File: src/rtl/up_down_counter_param.sv
// up_down_counter_param
// Parameterised up/down counter with a programmable terminal count.
// Wrap or saturate at the terminal values. Registered one-cycle ovf/unf
// pulses mark each terminal event. Clear and load take priority over counting.
module up_down_counter_param #(
    parameter int               WIDTH    = 8,
    parameter logic [WIDTH-1:0] MAX_VAL  = {WIDTH{1'b1}},
    parameter int               SATURATE = 0
) (
    input  logic             clk,
    input  logic             clear_n,
    input  logic             sync_clr,
    input  logic             load,
    input  logic [WIDTH-1:0] load_val,
    input  logic             en,
    input  logic             dir_up,
    output logic [WIDTH-1:0] count,
    output logic             at_max,
    output logic             at_min,
    output logic             ovf,
    output logic             unf
);

    localparam logic [WIDTH-1:0] ONE  = WIDTH'(1);
    localparam logic [WIDTH-1:0] ZERO = '0;

    logic [WIDTH-1:0] count_nxt;
    logic             ovf_nxt;
    logic             unf_nxt;

    // A load above the terminal count is clamped so that count never leaves 0..MAX_VAL.
    function automatic logic [WIDTH-1:0] clamp_to_max(input logic [WIDTH-1:0] v);
        return (v > MAX_VAL) ? MAX_VAL : v;
    endfunction

    // This is the value after an up-count from MAX_VAL: hold in saturate mode, wrap to zero otherwise.
    function automatic logic [WIDTH-1:0] up_terminal_next();
        return (SATURATE != 0) ? MAX_VAL : ZERO;
    endfunction

    // This is the value after a down-count from zero: hold in saturate mode, wrap to MAX_VAL otherwise.
    function automatic logic [WIDTH-1:0] down_terminal_next();
        return (SATURATE != 0) ? ZERO : MAX_VAL;
    endfunction

    // Next-state selection with priority sync_clr > load > en > hold.
    always_comb begin
        count_nxt = count;
        ovf_nxt   = 1'b0;
        unf_nxt   = 1'b0;
        if (sync_clr) begin
            count_nxt = ZERO;
        end else if (load) begin
            count_nxt = clamp_to_max(load_val);
        end else if (en) begin
            if (dir_up) begin
                if (count == MAX_VAL) begin
                    ovf_nxt   = 1'b1;
                    count_nxt = up_terminal_next();
                end else begin
                    count_nxt = count + ONE;
                end
            end else begin
                if (count == ZERO) begin
                    unf_nxt   = 1'b1;
                    count_nxt = down_terminal_next();
                end else begin
                    count_nxt = count - ONE;
                end
            end
        end
    end

    // Counter and event-pulse registers; clear_n resets them at once, without waiting for a clock edge.
    always_ff @(posedge clk or negedge clear_n) begin
        if (!clear_n) begin
            count <= ZERO;
            ovf   <= 1'b0;
            unf   <= 1'b0;
        end else begin
            count <= count_nxt;
            ovf   <= ovf_nxt;
            unf   <= unf_nxt;
        end
    end

    assign at_max = (count == MAX_VAL);
    assign at_min = (count == ZERO);

endmodule

File: config.mk
export PLATFORM = sky130hd
export DESIGN_NAME = up_down_counter_param
export DESIGN_NICKNAME = d
export VERILOG_FILES = /design/src/rtl/up_down_counter_param.sv
export SDC_FILE = /design/constraint.sdc
export NUM_CORES = 1
export LEC_CHECK = 0
export CORE_UTILIZATION = 50
export CTS_CLUSTER_DIAMETER = 100
export CTS_CLUSTER_SIZE = 10
export DETAILED_ROUTE_END_ITERATION = 8
export PLACE_DENSITY = 0.94
export SYNTH_ARGS = -nofsm -noshare
export SYNTH_HDL_FRONTEND = slang
export SYNTH_SLANG_ARGS = --single-unit
File: constraint.sdc
create_clock -name clk -period 2.5 [get_ports clk]
set_input_delay 0.5 -clock clk [delete_from_list [all_inputs] [get_ports clk]]
set_output_delay 0.5 -clock clk [all_outputs]
set_load 0.1 [all_outputs]
==> results of run 1 <==
## logic make-up (layout without fill, tap and decap cells)
| logic type | after synthesis | after routing | synth area share |
|---|---|---|---|
| simple gates | 52 | 52 | 0.329 |
| compound gates | 29 | 29 | 0.214 |
| xor+xnor | 3 | 3 | 0.0288 |
| fa+ha+maj | 3 | 3 | 0.0411 |
| buf+inv | 15 | 39 | 0.0904 |
| mux | 2 | 2 | 0.0233 |
| flops | 10 | 10 | 0.274 |
## cell type report
cell class / count / share of cell area
Sequential cell: 10 / 0.213
Clock buffer: 4 / 0.0222
Tap cell: 25 / 0.0264
Multi-Input combinational cell: 89 / 0.490
Timing Repair Buffer: 27 / 0.220
Inverter: 8 / 0.0285
## how the worst max path moves through the flow
stage | start | end | slack [ns] | cells past startpoint
final | count[0]$_DFFE_PN0P_ | at_min | 0.08 | 6
after global routing | count[0]$_DFFE_PN0P_ | at_min | 0.008 | 6
after CTS | count[0]$_DFFE_PN0P_ | at_min | 0.11 | 6
after detailed placement | dir_up | count[2]$_DFFE_PN0P_ | 0.36 | 5
after global placement | dir_up | count[2]$_DFFE_PN0P_ | 0.43 | 5
after floorplan | count[3]$_DFFE_PN0P_ | count[5]$_DFFE_PN0P_ | 0.05 | 6
## layer usage
metal / share of wire / GRT usage / vias up
met3: 0.091 / 0.0480 / 5
met5: 0 / 0 / -
met1: 0.40 / 0.354 / 463
met4: 0.015 / 0.133 / 0
met2: 0.49 / 0.429 / 72
li1: - / - / 469
## Yosys cell counts (2+ instances only)
master / count / area (µm²)
nor2_1: 9 / 33.8
nand3_1: 2 / 10.0
nand4_1: 5 / 31.3
nor4_1: 2 / 12.5
a32o_1: 2 / 20.0
nand2_1: 14 / 52.6
nor3_1: 5 / 25.0
nand2b_1: 2 / 12.5
buf_4: 2 / 15.0
clkbuf_1: 2 / 7.51
dfrtp_1: 10 / 250
inv_1: 7 / 26.3
o21ai_1: 3 / 15.0
ha_1: 3 / 37.5
o2111ai_1: 2 / 17.5
and3_4: 3 / 33.8
o21ai_0: 6 / 30.0
and3_1: 2 / 12.5
a21oi_1: 8 / 40.0
xnor2_1: 3 / 26.3
## cell usage in the layout, fill, tap and decap left out, drive strengths merged, types with 2 or more instances in the layout
cell	instances
nand2	14
buf	14
clkdlybuf4s50	13
dfrtp	10
nor2	9
o21ai	9
a21oi	8
inv	7
nand4	5
nor3	5
and3	5
clkbuf	4
nor4	4
xnor2	3
ha	3
o2111ai	2
nand3	2
nand2b	2
a32o	2
a221oi	2
## metrics by stage
step	hold slack (ns)	util	setup slack (ns)
3_3_place_gp	0.764	0.667	0.428
4_1_cts	0.580	0.682	0.110
3_5_place_dp	0.763	0.667	0.359
2_1_floorplan	0.204	-	0.0522
6_report	0.554	0.686	0.0841
5_1_grt	0.575	0.686	0.00788
## power by group through the flow
stage	Sequential (mW)	Clock, mW	Combinational (mW)
after CTS	0.200	0.126	0.260
final	0.202	0.126	0.265
after floorplan	0.266	0	0.127
after global routing	0.204	0.136	0.279
after detailed placement	0.204	0	0.258
after global placement	0.203	0	0.253
## registers in the layout, summed over array words and instances, names as in the netlist
name,flops
ovf,1
unf,1
count,8
## what timing repair did
action                     4_1_cts  5_1_grt
setup endpoints to repair        0        1
buffers inserted                 0        1
hold buffers                     0        0
==> results.toml, run 1 <==
[floorplan]
start_util = 0.529
chipHeight_um = 44.7
coreArea_mm2 = 0.00173
die_area_mm2 = 0.00200
rows = 15
ios = 26
die_w_um = 44.7

[layout]
area_growth_syn_to_layout_pct = 29.7
antenna_cells = 0
multiInputGateArea_um2 = 581
finalNetCount = 156
drive_above_1_share = 0.203
final_cell_area_mm2 = 0.00118
register_area_um2 = 253
n_fill_cell = 139
layout.cells.non_filler = 163

[critical_path]
max_stage_delay_ns = 0.48
critPathLaunchType = "flip-flop"
r2r_end = "count[2]$_DFFE_PN0P_"
crit_type = "reg2out"
critPathSlowestCell = "dfrtp_2"
r2r-start = "count[0]$_DFFE_PN0P_"
crit_fanout = 10
endpoint_kind = "output pin"
crit_chain = "inv_1 -> ha_1 -> nor3b_1 -> nand2_1 -> clkinvlp_4 -> buf_12"
worstPathArrival_ns = 1.92
r2r_setup_slack_ns = 0.54
crit_required_ns = 2.00
reg2reg_depth = 7
critPathBufInv = 3
crit_family = "simple AND/OR/NAND/NOR gates"

[drt]
totalWireLength_um = 2610
drc = 0
num_vias = 1009
wl_per_cell_um = 16.0
first_pass_iters = 4
drt-initial-drc-count = 59
vias_per_cell = 6.19
postRouteAntennaNets = 0

[logic_synthesis]
syn_avg_cell_area_um2 = 8.01
synth_ff_type = "dfrtp_1"
ys_ff_latch = 10
synthesis.area_um2 = 913
synth_edf_count = 0
synth_cell_type_count = 42
synthArstFlopShare = 1.00
synth_fp_nets = 131
yosysSeqAreaShare = 0.274
yosysWarnings = 0
synthCells = 114

[outcome]
outcome = "completed"

[placement]
place_congestion = 0.910
dp_hpwl_um = 1880
portBuffers = 25
place_area_mm2 = 0.00115
dp.cells = 158

[power]
peakVddDrop_mv = 0.318
intPower_mw = 0.325
p_sw_frac = 0.452
power.leakage_nw = 0.492
clkPwrFrac = 0.213
total_power_mw = 0.593
cellPowerDensity_mw_per_mm2 = 501
pwr-share-comb = 0.447
power_frac_seq = 0.340
switchingPower_mw = 0.268

[clock_tree]
clk_pin_slew_ns = 0.07
numCtsBuffers = 3
cts-resized-gates = 0
h-tree-depth = 1
insertion_delay_ns = 0.27
clk_path_buf_depth = 2
clockRootBuffer = "clkbuf_4"
cts_tree = "yes"
clock-sinks = 10

[timing]
tns_ns = 0
post-route-min-period_ns = 2.42
finalSetupViolCount = 0
hold_viol_final = 0
clock_skew_ns = 0.00148
worst_slew_pin_slew_ns = 0.492
drv_slew = 0
slew_headroom = 0.671
rsz0062_at_grt = "false"
fin_crit_sh = 0.966
fmax_mhz = 414

[global_route]
grt_pass1_vias = 873
grt_pass1_wl_um = 3930
grt_remaining_overflow = 0
antenna_found_initial = 0
grt_usage = 0.271
grt_max_degree = 17

[hold_path]
min-delay-path-class = "in2async"

[run]
cap_violations = 0
Note: power is estimated with default switching activity, not from simulation.
==> run 2, diff against run 1 <==
--- a/config.mk
+++ b/config.mk
@@ -5,11 +5,11 @@
 export SDC_FILE = /design/constraint.sdc
 export NUM_CORES = 1
 export LEC_CHECK = 0
-export CORE_UTILIZATION = 50
+export CORE_UTILIZATION = 47
 export CTS_CLUSTER_DIAMETER = 100
 export CTS_CLUSTER_SIZE = 10
 export DETAILED_ROUTE_END_ITERATION = 8
-export PLACE_DENSITY = 0.94
+export PLACE_DENSITY = 0.9
 export SYNTH_ARGS = -nofsm -noshare
 export SYNTH_HDL_FRONTEND = slang
 export SYNTH_SLANG_ARGS = --single-unit
==> constraint.sdc (replaced) <==
create_clock -name clk -period 2.3 [get_ports clk]
set_input_delay 0.46 -clock clk [delete_from_list [all_inputs] [get_ports clk]]
set_output_delay 0.46 -clock clk [all_outputs]
set_load 0.1 [all_outputs]
==> results.toml, run 2 (same netlist as run 1, synthesis figures left out) <==
[outcome]
outcome = "completed"

[critical_path]
endpoint_kind = "output pin"
critPathLaunchType = "flip-flop"
crit_family = "flip-flops"
crit_required_ns = 1.84
max_stage_delay_ns = 0.53
crit_type = "reg2out"
worstPathArrival_ns = 1.76
critPathSlowestCell = "dfrtp_4"
crit_fanout = 10
critPathBufInv = 3
crit_chain = "inv_1 -> ha_1 -> nor3b_2 -> nand2_1 -> clkinvlp_4 -> buf_12"

[layout]
layout_common_cells = "buf_4, nand2_1, clkdlybuf4s50_1"
reg_top3 = "count x8, ovf x1, unf x1"
largest_register_ffs = 8
final_common_cell = "buf_4"
layout.cells.non_filler = 166
top_register = "count"
antenna_cells = 0
drive_above_1_share = 0.270
finalNetCount = 159
area_growth_syn_to_layout_pct = 35.1

[drt]
met1_length_um = 965
highest_layer = "met4"
num_vias = 992
wl_per_cell_um = 14.9
totalWireLength_um = 2480
vias_per_cell = 5.98
wl_met3_um = 220
drt-initial-drc-count = 22
drc = 0
dr_wl_met2_um = 1190
postRouteAntennaNets = 0
first_pass_iters = 4

[clock_tree]
clock-sinks = 10
cts_tree = "yes"
insertion_delay_ns = 0.28
clockRootBuffer = "clkbuf_4"
clk_path_buf_depth = 2
clk_pin_slew_ns = 0.08
h-tree-depth = 1
numCtsBuffers = 3
ctsHoldBuffers = 0

[placement]
place_congestion = 0.886
dp_slack_ns = 0.258
portBuffers = 25
dp_hpwl_um = 1810
dp.cells = 161

[global_route]
grt_pass1_wl_um = 4150
grt_pass1_vias = 923
grt_remaining_overflow = 0
grt_max_degree = 17
antenna_found_initial = 0
grt_usage = 0.279

[run]
cap_violations = 0

[power]
power.leakage_nw = 0.508
peakVddDrop_mv = 0.321
cellPowerDensity_mw_per_mm2 = 554

[timing]
drv_slew = 0
clock_skew_ns = 0.00287
post-route-min-period_ns = 2.22
slew_headroom = 0.660
fin_crit_sh = 0.964
worst_slew_pin_slew_ns = 0.508
rsz0062_at_grt = "false"
tns_ns = 0
hold_viol_final = 0
worst_slack_ns = 0.0836
fmax_mhz = 451
finalSetupViolCount = 0

[floorplan]
rows = 15
start_util = 0.512
chipHeight_um = 46.1
ios = 26
die_area_mm2 = 0.00212
coreArea_mm2 = 0.00178
die_w_um = 46.1

[hold_path]
min-delay-path-class = "in2async"
[run 2: changes by cell type in the layout (fill, tap and decap cells not counted), sizes merged]
cell,delta
buf,+3
[run 2: power by group]
group | switching [mW] | leakage (nW) | internal (mW)
sequential | 0.0324 | 0.122 | 0.190
combinational | 0.187 | 0.364 | 0.103
clock | 0.0751 | 0.0210 | 0.0964
total | 0.294 | 0.508 | 0.390
[run 2: timing repair]
| action | in CTS | in global routing |
|---|---|---|
| endpoints found under the hold margin | 0 | 0 |
| setup endpoints to repair | 1 | 1 |
| buffers inserted | 1 | 0 |
| gates resized for setup | 0 | 1 |
[run 2: area by class of cell]
type                    count  area, µm²
flip-flops and latches     10        264
multi-input cells          89        586
well taps                  25       31.3
fillers                   142        549
repair buffers             30        283
clock buffers               4       36.3
inverters                   8       33.8
[run 2: layer usage]
metal	global-route usage	vias to the layer above
met4	0.153	0
met3	0.0431	16
met1	0.355	445
li1	-	474
met2	0.445	57
met5	0	-
[run 2: metrics by stage]
stage	utilization	power [mW]	hold WS, ns	instance area, µm²
floorplan	-	0.430	0.164	931
global placement	0.665	0.502	0.710	1180
detailed placement	0.665	0.509	0.732	1180
CTS	0.689	0.683	0.521	1230
global route	0.692	0.715	0.542	1230
finish	0.692	0.684	0.498	1230
[run 2: path summary, 6_finish.rpt]
check                                     start                    to  slack [ns]  depth (start not counted)
setup / recovery           count[0]$_DFFE_PN0P_                at_min        0.08                          6
hold / removal                          clear_n  count[3]$_DFFE_PN0P_        0.50                          1
setup reg to reg           count[0]$_DFFE_PN0P_  count[2]$_DFFE_PN0P_        0.39                          8
hold reg to reg            count[3]$_DFFE_PN0P_  count[3]$_DFFE_PN0P_        0.75                          2
max in group asynchronous               clear_n  count[1]$_DFFE_PN0P_        1.44                          1
min in group clk                    load_val[1]  count[1]$_DFFE_PN0P_        0.72                          3
